--- src/rtl/rms_pkg.sv ---
// Shared constants and types for the RMS mean-square reducer and the RMSNorm stage.
package rms_pkg;

  localparam int DEF_DW     = 16;
  localparam int DEF_FRAC   = 8;
  localparam int DEF_LOG2_N = 6;

  localparam int SQ_W  = 2 * DEF_DW;
  localparam int ACC_W = 2 * DEF_DW + DEF_LOG2_N;

  typedef logic signed [DEF_DW-1:0] elem_t;
  typedef logic        [SQ_W-1:0]   sq_t;
  typedef logic        [ACC_W-1:0]  acc_t;

endpackage

--- src/rtl/rms_square_stage.sv ---
// S1 of the reducer: registers the element square and its end-of-vector tag.
module rms_square_stage
  import rms_pkg::*;
#(
  parameter int DW = DEF_DW
) (
  input  logic            clk,
  input  logic            rst,
  input  logic            in_valid,
  input  logic [DW-1:0]   in_data,
  input  logic            in_is_last,
  input  logic            out_free,
  output logic            in_ready,
  output logic            sq_valid,
  output logic [2*DW-1:0] sq_data,
  output logic            sq_last,
  output logic            sq_adv
);

  logic                   accept;
  logic signed [2*DW-1:0] prod;

  // A last entry may only leave S1 when the output register can take its result.
  assign sq_adv   = !sq_valid || !sq_last || out_free;
  assign in_ready = sq_adv;
  assign accept   = in_valid && sq_adv;
  assign prod     = $signed(in_data) * $signed(in_data);

  always_ff @(posedge clk or posedge rst) begin
    if (rst) begin
      sq_valid <= 1'b0;
      sq_data  <= '0;
      sq_last  <= 1'b0;
    end else if (sq_adv) begin
      sq_valid <= accept;
      if (accept) begin
        sq_data <= prod;
        sq_last <= in_is_last;
      end
    end
  end

endmodule

--- src/rtl/rms_sumsq_reduce.sv ---
// Streams N signed elements and emits mean(x^2)+EPS per vector; RMS_LAST_CHECK_EN
// enables a sticky check of in_last against the element count.
module rms_sumsq_reduce
  import rms_pkg::*;
#(
  parameter int              DW     = DEF_DW,
  parameter int              FRAC   = DEF_FRAC,
  parameter int              LOG2_N = DEF_LOG2_N,
  parameter logic [2*DW-1:0] EPS    = (2*DW)'(1)
) (
  input  logic            clk,
  input  logic            rst,
  input  logic            in_valid,
  output logic            in_ready,
  input  logic [DW-1:0]   in_data,
  input  logic            in_last,
  output logic            out_valid,
  input  logic            out_ready,
  output logic [2*DW-1:0] out_data,
  output logic            err_last
);

  localparam int SQ_BITS  = 2 * DW;
  localparam int ACC_BITS = 2 * DW + LOG2_N;

  logic [LOG2_N-1:0]   count;
  logic [ACC_BITS-1:0] acc;
  logic [ACC_BITS-1:0] acc_sum;
  logic [SQ_BITS-1:0]  sq_data;
  logic [SQ_BITS-1:0]  mean;
  logic [SQ_BITS:0]    mean_eps;
  logic                sq_valid;
  logic                sq_last;
  logic                sq_adv;
  logic                is_last_in;
  logic                in_accept;
  logic                consume;

  assign is_last_in = &count;
  assign in_accept  = in_valid && in_ready;

  rms_square_stage #(
    .DW(DW)
  ) u_square (
    .clk       (clk),
    .rst       (rst),
    .in_valid  (in_valid),
    .in_data   (in_data),
    .in_is_last(is_last_in),
    .out_free  (!out_valid || out_ready),
    .in_ready  (in_ready),
    .sq_valid  (sq_valid),
    .sq_data   (sq_data),
    .sq_last   (sq_last),
    .sq_adv    (sq_adv)
  );

  assign consume  = sq_valid && sq_adv;
  assign acc_sum  = acc + ACC_BITS'(sq_data);
  assign mean     = acc_sum[ACC_BITS-1:LOG2_N];
  assign mean_eps = {1'b0, mean} + {1'b0, EPS};

  always_ff @(posedge clk or posedge rst) begin
    if (rst) begin
      count <= '0;
    end else if (in_accept) begin
      count <= count + 1'b1;
    end
  end

  // The final sum bypasses acc so the next vector can start accumulating from zero.
  always_ff @(posedge clk or posedge rst) begin
    if (rst) begin
      acc <= '0;
    end else if (consume) begin
      acc <= sq_last ? '0 : acc_sum;
    end
  end

  always_ff @(posedge clk or posedge rst) begin
    if (rst) begin
      out_valid <= 1'b0;
      out_data  <= '0;
    end else if (consume && sq_last) begin
      out_valid <= 1'b1;
      out_data  <= mean_eps[SQ_BITS] ? '1 : mean_eps[SQ_BITS-1:0];
    end else if (out_ready) begin
      out_valid <= 1'b0;
    end
  end

`ifdef RMS_LAST_CHECK_EN
  always_ff @(posedge clk or posedge rst) begin
    if (rst) begin
      err_last <= 1'b0;
    end else if (in_accept && (in_last != is_last_in)) begin
      err_last <= 1'b1;
    end
  end

  logic unused_cfg;
  assign unused_cfg = (FRAC > DW);
`else
  assign err_last = 1'b0;

  logic unused_cfg;
  assign unused_cfg = in_last ^ (FRAC > DW);
`endif

endmodule
--- config.mk ---
export PLATFORM = sky130hd
export DESIGN_NAME = rms_sumsq_reduce
export DESIGN_NICKNAME = d
export VERILOG_FILES = /design/src/rtl/rms_pkg.sv /design/src/rtl/rms_square_stage.sv /design/src/rtl/rms_sumsq_reduce.sv
export SDC_FILE = /design/constraint.sdc
export NUM_CORES = 1
export LEC_CHECK = 0
export BUFFER_PORTS_ARGS = -buffer_cell sky130_fd_sc_hd__buf_4
export CORE_UTILIZATION = 50
export CTS_CLUSTER_SIZE = 25
export DETAILED_ROUTE_END_ITERATION = 16
export PLACE_DENSITY = 0.77
export SLEW_MARGIN = 10
export SYNTH_ARGS = -nofsm -noshare
export SYNTH_HDL_FRONTEND = slang
export SYNTH_HIERARCHICAL = 1
export SYNTH_SLANG_ARGS = --single-unit
--- constraint.sdc ---
create_clock -name clk -period 5 [get_ports clk]
set_clock_uncertainty 0.05 [all_clocks]
set_input_delay 0 -clock clk [delete_from_list [all_inputs] [get_ports clk]]
set_output_delay 0 -clock clk [all_outputs]
set_load 0.05 [all_outputs]
# Word-level counts from Yosys, hierarchy flattened
# Index checks and enable logic that the tools add are counted.
[op_classes]
addsub = 3
multipliers = 1
mux = 4
reduce_logical = 12
[op_table]
columns = ["operator", "n"]
rows = [
  ["$add 38x32->38", 1],
  ["$mux 38", 1],
  ["$add 32x1->33 const B", 1],
  ["$mul 16x16->32", 1],
  ["$mux 32", 1],
  ["$add 6x1->6 const B", 1],
  ["$reduce_and 6->1", 1],
  ["$logic_and 1x1->1", 3],
  ["$logic_not 1->1", 3],
  ["$logic_or 1x1->1", 3],
  ["$mux 1", 2],
  ["$reduce_and 2->1", 1],
  ["$reduce_bool 2->1", 1],
]
[word_totals]
reg_bits = 111
in_bits = 21
elab_cells = 27

# Logic depth before layout (Yosys ltp)
# Gate-level depths: netlist of run 1.
[depth]
word_depth = 6
mapped_depth = 26
depth_no_buf = 23

# Cells and area by module
# Netlist of run 1, hierarchy kept.
[modules_own_cells]
columns = ["mod", "instances", "cells_each", "area_per_inst_um2", "seq_area_each_um2"]
rows = [
  ["rms_square_stage", 1, 1155, 10318.6, 825.8],
  ["rms_sumsq_reduce", 1, 688, 6294.8, 1926.8],
]

# Least setup slack after synthesis of run 1
# OpenSTA, ideal clock, no wires.
[synth_timing]
path_type = "in2reg"
from = "in in_data[15]"
to = "reg u_square.sq_data[30]"
setup_time_ps = 92
arrival_ps = 6026
setup_slack_ps = -1168
path_stages = 24
n_path_buf = 3
path_cell_list = "clkbuf_1 clkbuf_1 nand2_1 fa_1 inv_1 fa_1 inv_1 fa_1 fa_1 inv_1 fa_1 inv_1 fa_1 inv_1 ha_1 clkbuf_1 a21o_1 a21o_1 a21o_1 nand2_1 o21ai_0 o31a_1 o21a_1 o31ai_2"
[synth_between]
elab_chain_cells = 1
[synth_rtl]
columns = ["item", "line_no", "source"]
rows = [
  ["start, declared", "rms_sumsq_reduce.sv:15", "input logic [DW-1:0] in_data,"],
  ["$mul 16x16->32", "rms_square_stage.sv:27", "assign prod = $signed(in_data) * $signed(in_data);"],
  ["end signal, assigned", "rms_square_stage.sv:37", "sq_data <= prod;"],
  ["end, declared", "rms_square_stage.sv:15", "output logic [2*DW-1:0] sq_data,"],
]
# Every way passes these cells.
# A chain may end at the register's enable or synchronous reset.

# Worst setup path after layout of run 1
[layout_timing]
from = "in in_data[1]"
to = "reg u_square.sq_data[30]"
# The elaborated chain is that of the path after synthesis.

==> results of run 1 <==
-- synthesized netlist by cell type (all sizes together) (4+ instances only) --
cell,number,area [sq um]
nor4,9,108
nand3b,4,30.0
a21o,27,203
or2,7,43.8
xnor2,55,489
o31a,4,35.0
a31oi,25,307
o31ai,13,103
and3,11,70.1
and2,52,325
nand3,27,140
nand4,21,189
xor2,35,322
o211ai,11,87.6
o21a,8,60.1
nor2b,7,43.8
nor2,101,382
buf,14,93.8
nand2b,9,56.3
fa,235,4700
a21boi,6,48.8
a211oi,14,135
o2111ai,4,41.3
nand2,207,785
ha,123,1540
o21bai,8,67.6
a22o,25,219
nor3,24,148
clkbuf,52,195
nor3b,4,41.3
dfrtp,110,2750
a21oi,76,403
or3,6,37.5
o311a,4,41.3
o21ai,76,388
inv,378,1420
a211o,4,35.0
a31o,4,35.0
-- worst min-delay path by stage --
stage                     from             endpoint  slack (ns)  cells after the start
finish                     rst    u_square/sq_valid        0.23                      4
detailed placement         rst    u_square/sq_valid        0.08                      3
global route        in_data[0]  u_square/sq_data[0]        0.27                      5
floorplan             in_valid    u_square/sq_valid        0.06                      1
global placement           rst    u_square/sq_valid        0.07                      3
CTS                 in_data[0]  u_square/sq_data[0]        0.19                      5
-- final cells by class --
type / instances / area, sq um / share of cell area [%]
Timing Repair Buffer: 273 / 2390 / 11.7
Inverter: 379 / 1450 / 7.06
Multi-Input combinational cell: 1288 / 13000 / 63.6
Tap cell: 442 / 553 / 2.70
Clock buffer: 11 / 253 / 1.23
Clock inverter: 5 / 63.8 / 0.312
Sequential cell: 110 / 2750 / 13.4
-- flip-flops by register name, summed over array words and instances, names as in the netlist --
register	flops
u_square/sq_valid	1
u_square/sq_last	1
out_valid	1
acc	38
count	6
out_data	32
u_square/sq_data	31
-- logic make-up (layout without fill, tap and decap cells) --
logic type	after synthesis	in the layout	synth area share (%)
multiplexers	4	4	0.249
other	2	2	0.0452
AND/OR/NAND/NOR	500	500	15.3
XOR/XNOR	90	90	4.88
adder cells (fa/ha/maj)	358	358	37.6
AO/OA/AOI/OAI	334	334	15.1
buffers and inverters	445	668	10.3
flip-flops	110	110	16.6
-- metal layers --
layer	GRT usage, %	up-vias
li1	-	6369
met1	32.7	6631
met2	43.3	389
met3	1.58	81
met4	6.63	0
met5	0	-
-- worst max-delay path, stage by stage --
cell and delay, ns:
buf_12 0.10, buf_4 0.13, nand2_4 0.06, fa_1 0.58
fa_1 0.47, fa_2 0.60, inv_2 0.05, fa_2 0.40
fa_1 0.53, inv_2 0.04, fa_1 0.54, inv_2 0.06
ha_4 0.27, a21oi_4 0.16, o21a_1 0.21, a21oi_4 0.09
o2111a_2 0.29, o31a_1 0.32, o21a_1 0.20, o31ai_2 0.18
-- through the flow --
step / setup TNS, ns / cells / setup slack [ns]
final: -0.175 / 2508 / -0.0452
after global routing: -1.60 / 2508 / -0.198
after detailed placement: -9.07 / 2461 / -0.593
after floorplan: -3.69 / 1843 / -0.452
after CTS: -0.0188 / 2488 / -0.00846
after global placement: -6.76 / 2461 / -0.500
-- repair_timing --
item	4_1_cts	5_1_grt
endpoints found under the setup margin	14	18
pin swaps	62	171
buffers inserted	8	18
gates cloned	0	3
gates resized for setup	91	184
endpoints found under the hold margin	114	0
hold buffers	3	0
==> results.json, run 1 <==
{
  "cts_made_buffers": 9,
  "area_growth_pct": 23.2,
  "route.met2.wl_mm": 21.2,
  "fin_area_sq_um": 20500,
  "r2r_slack_ns": 0.83,
  "antenna_left": 0,
  "io_pins": 56,
  "nets": 2440,
  "drive_gt1_share_pct": 26.7,
  "antenna_cells": 0,
  "root_buffer": "clkbuf_16",
  "antenna_found_initial": 0,
  "numClockSinks": 110,
  "drtIter0Drc": 766,
  "final_common_cell": "inv_1",
  "design.die.area_sq_um": 34000,
  "cp.arrival_ns": 5.26,
  "worst_r2r_path_depth": 11,
  "htreeDepth": 3,
  "worst_slew_pin_slew_ns": 1.09,
  "grt_pass1_vias": 13900,
  "cp-end-kind": "flop",
  "slew_viol_final": 0,
  "postSynthAreaPerCell_sq_um": 9.01,
  "place_congestion": 0.936,
  "start_util_pct": 50.9,
  "r2r-start": "acc[8]",
  "place_area_sq_um": 18900,
  "cts_max_path_buffers": 2,
  "grt_pass1_wl_mm": 67.3,
  "status": "finished, violations left",
  "synth-edff-count": 0,
  "setup_slack_ns": -0.0452,
  "dr.pass1.iters": 5,
  "synth_cells": 1843,
  "relSlewSlack_pct": 27.7,
  "worstHoldPathType": "primary input to async pin",
  "yosys_warnings": 6,
  "fillCellCount": 2516,
  "utilization_pct": 62.8,
  "finalHoldViolations": 0,
  "grt.overflow.total": 0,
  "coreArea_sq_um": 32600,
  "layout_common_cells": "inv_1 (322), buf_4 (226), fa_1 (219), nand2_1 (181), dfrtp_1 (110)",
  "wl_per_cell_microns": 17.1,
  "synth.net_count": 2222,
  "yosysSeqAreaShare_pct": 16.6,
  "failed_checks": "setup timing",
  "r2r_end": "out_data[18]",
  "m1WireLength_mm": 18.8,
  "path_max_fanout": 7,
  "rsz0062_at_grt": "true",
  "grtUsageTotal_pct": 24.6,
  "fin_crit_ns": 5.05,
  "portBuffers": 53,
  "ys_types": 100,
  "highest_layer": "met4",
  "drc": 0,
  "wirelength_mm": 42.8,
  "die_h_microns": 184,
  "grt_max_degree": 78,
  "timing.fmax_mhz": 198,
  "synthFlopType": "dfrtp_1",
  "vias": 13500,
  "setup_violations": 6,
  "dp_hpwl_mm": 33.2,
  "die_w_microns": 184,
  "worst_setup_path_start_kind": "primary input",
  "route.met3.wl_mm": 1.65,
  "synth_area_sq_um": 16600,
  "critPathRequiredTime_ns": 5.21,
  "clk-insertion-delay-late_ns": 0.36,
  "clkSlewWorstSetupHoldPaths_ns": 0.08,
  "holdWs_ns": 0.231,
  "rows": 66,
  "viasPerCell": 5.37,
  "drv_cap": 0,
  "startpoint": "in_data[1]",
  "worstSetupPathType": "primary input to flop",
  "synthArstFlopShare_pct": 100,
  "worstSetupEndpoint": "u_square/sq_data[30]",
  "cts_tree": "done",
  "synth_seq_cells": 110,
  "layout_worst_path_cycle_share_pct": 101
}
Power of run 1 is left out: the tool's default activity adds up to more than one toggle a clock period on the data nets, which glitch-free logic cannot reach.
==> run 2, diff against run 1 <==
Settings changed: CORE_UTILIZATION 50 to 55, PLACE_DENSITY 0.77 to 0.83, SLEW_MARGIN 10 to 20.
==> run 2 against run 1 <==
The run still ends with setup timing left. Worst hold slack got worse by 0.039 ns. Die area fell by 9.0%. Global-route usage is 3.6 points higher. Flip-flop and latch count unchanged. Critical path depth rose by 4. Sequential share of layout area is 0.11 points higher. Maximum frequency is 4.4% lower. Via count rose by 5.7%. Clock-buffer cell count is the same. Worst setup slack got worse by 0.23 ns. Routed wire length increased by 12%. Highest routed layer unchanged. Core utilization up 5.6 points.
==> results.json, run 2 (synthesis gave the netlist of run 1 again) <==
{
  "io_pins": 56,
  "die_h_microns": 176,
  "wl_per_cell_microns": 19.4,
  "root_buffer": "clkbuf_16",
  "cts_tree": "done",
  "cp-end-kind": "flop",
  "setup_slack_ns": -0.278,
  "rsz0062_at_grt": "true",
  "slew_viol_final": 0,
  "path_max_fanout": 7,
  "place_congestion": 0.969,
  "largest_reg_flops": 38,
  "highest_layer": "met4",
  "timing.fmax_mhz": 189,
  "instances_no_fill": 2464,
  "area_growth_pct": 22.3,
  "antenna_left": 0,
  "fin_setup_tns_ns": -1.67,
  "coreArea_sq_um": 29700,
  "drtIter0Drc": 1021,
  "fin_crit_ns": 5.28,
  "failed_checks": "setup timing",
  "grt_pass1_wl_mm": 69.8,
  "grt.overflow.total": 0,
  "startpoint": "in_data[14]",
  "m1WireLength_mm": 18.6,
  "rows": 63,
  "start_util_pct": 55.9,
  "dp_cells": 2408,
  "worst_slew_pin_slew_ns": 0.969,
  "r2r-start": "u_square/sq_data[0]",
  "clk-insertion-delay-late_ns": 0.36,
  "wirelength_mm": 47.8,
  "portBuffers": 53,
  "grtUsageTotal_pct": 28.2,
  "relSlewSlack_pct": 34.6,
  "dr.pass1.iters": 5,
  "cp.arrival_ns": 5.43,
  "dp_hpwl_mm": 33.8,
  "status": "finished, violations left",
  "clkSlewWorstSetupHoldPaths_ns": 0.07,
  "numClockSinks": 110,
  "nets": 2448,
  "top_register": "acc",
  "antenna_cells": 0,
  "setup_violations": 12,
  "layout_worst_path_cycle_share_pct": 106,
  "final_common_cell": "inv_1",
  "cts_made_buffers": 9,
  "finalHoldViolations": 0,
  "layout_common_cells": "inv_1 (335), buf_4 (243), fa_1 (211), nand2_1 (182), dfrtp_1 (110)",
  "reg_top3": "acc x38, out_data x32, u_square/sq_data x31",
  "grt_max_degree": 78,
  "route.met2.wl_mm": 23.9,
  "critPathRequiredTime_ns": 5.15,
  "worstSetupPathType": "primary input to flop",
  "drv_cap": 0,
  "dp_slack_ns": -0.653,
  "vias": 14200,
  "route.met3.wl_mm": 2.68,
  "grt_pass1_vias": 14500,
  "drive_gt1_share_pct": 26.7,
  "die_w_microns": 176,
  "design.die.area_sq_um": 30900,
  "cts_max_path_buffers": 2,
  "htreeDepth": 3,
  "viasPerCell": 5.78,
  "drc": 0,
  "worst_setup_path_start_kind": "primary input",
  "antenna_found_initial": 0,
  "worstHoldPathType": "primary input to async pin"
}
run 2: what timing repair did:
| action | CTS | global route |
|---|---|---|
| gates resized for setup | 135 | 114 |
| setup buffers | 22 | 15 |
| hold endpoints to repair | 114 | 0 |
| endpoints found under the setup margin | 13 | 17 |
| hold buffers | 3 | 0 |
| pin swaps | 100 | 109 |
run 2: routing by layer:
layer  vias to the layer above  GRT usage [%]
met2                       642           50.5
met3                       224           3.27
met4                         0           11.2
li1                       6374              -
met5                         -              0
met1                      6999           34.6
run 2: critical path, cell delays in order:
cell and delay [ns]:
buf_4 0.12, buf_4 0.12, and2_4 0.15, inv_1 0.06
fa_1 0.51, inv_2 0.05, fa_1 0.61, inv_1 0.09
fa_1 0.42, inv_2 0.09, fa_1 0.44, fa_1 0.49
inv_1 0.05, fa_1 0.51, inv_2 0.05, ha_4 0.27
buf_4 0.16, nand2_1 0.19, nor2_4 0.26, nand2_1 0.12
o21ai_2 0.20, o31a_1 0.20, o21a_1 0.18, o31ai_2 0.07
run 2: per-stage QoR:
stage               utilization (%)  hold slack [ns]  instance area (sq um)
floorplan                         -           0.0584                  16900
global placement               63.2           0.0862                  18800
detailed placement             63.2            0.103                  18800
CTS                            66.5            0.281                  19800
global route                   68.3            0.234                  20300
finish                         68.3            0.192                  20300
run 2: path summary, 6_finish.rpt:
kind / slack (ns) / cells after the start / endpoint
min in group clk: 0.31 / 5 / u_square/sq_data[0]
worst min-delay path: 0.19 / 4 / count[0]
max in group asynchronous: 4.12 / 5 / out_data[7]
worst max-delay path: -0.28 / 24 / u_square/sq_data[30]
worst max register to register: 0.68 / 13 / out_data[18]
worst min register to register: 0.43 / 1 / count[5]
run 2: final cells by class:
type	instances	area [sq um]
clock buffers	11	243
clock inverters	5	65.1
fillers	2065	9410
inverters	379	1440
multi-input cells	1288	13000
flip-flops and latches	110	2750
well taps	390	488
repair buffers	281	2350
Power of run 2 is left out for the same reason.
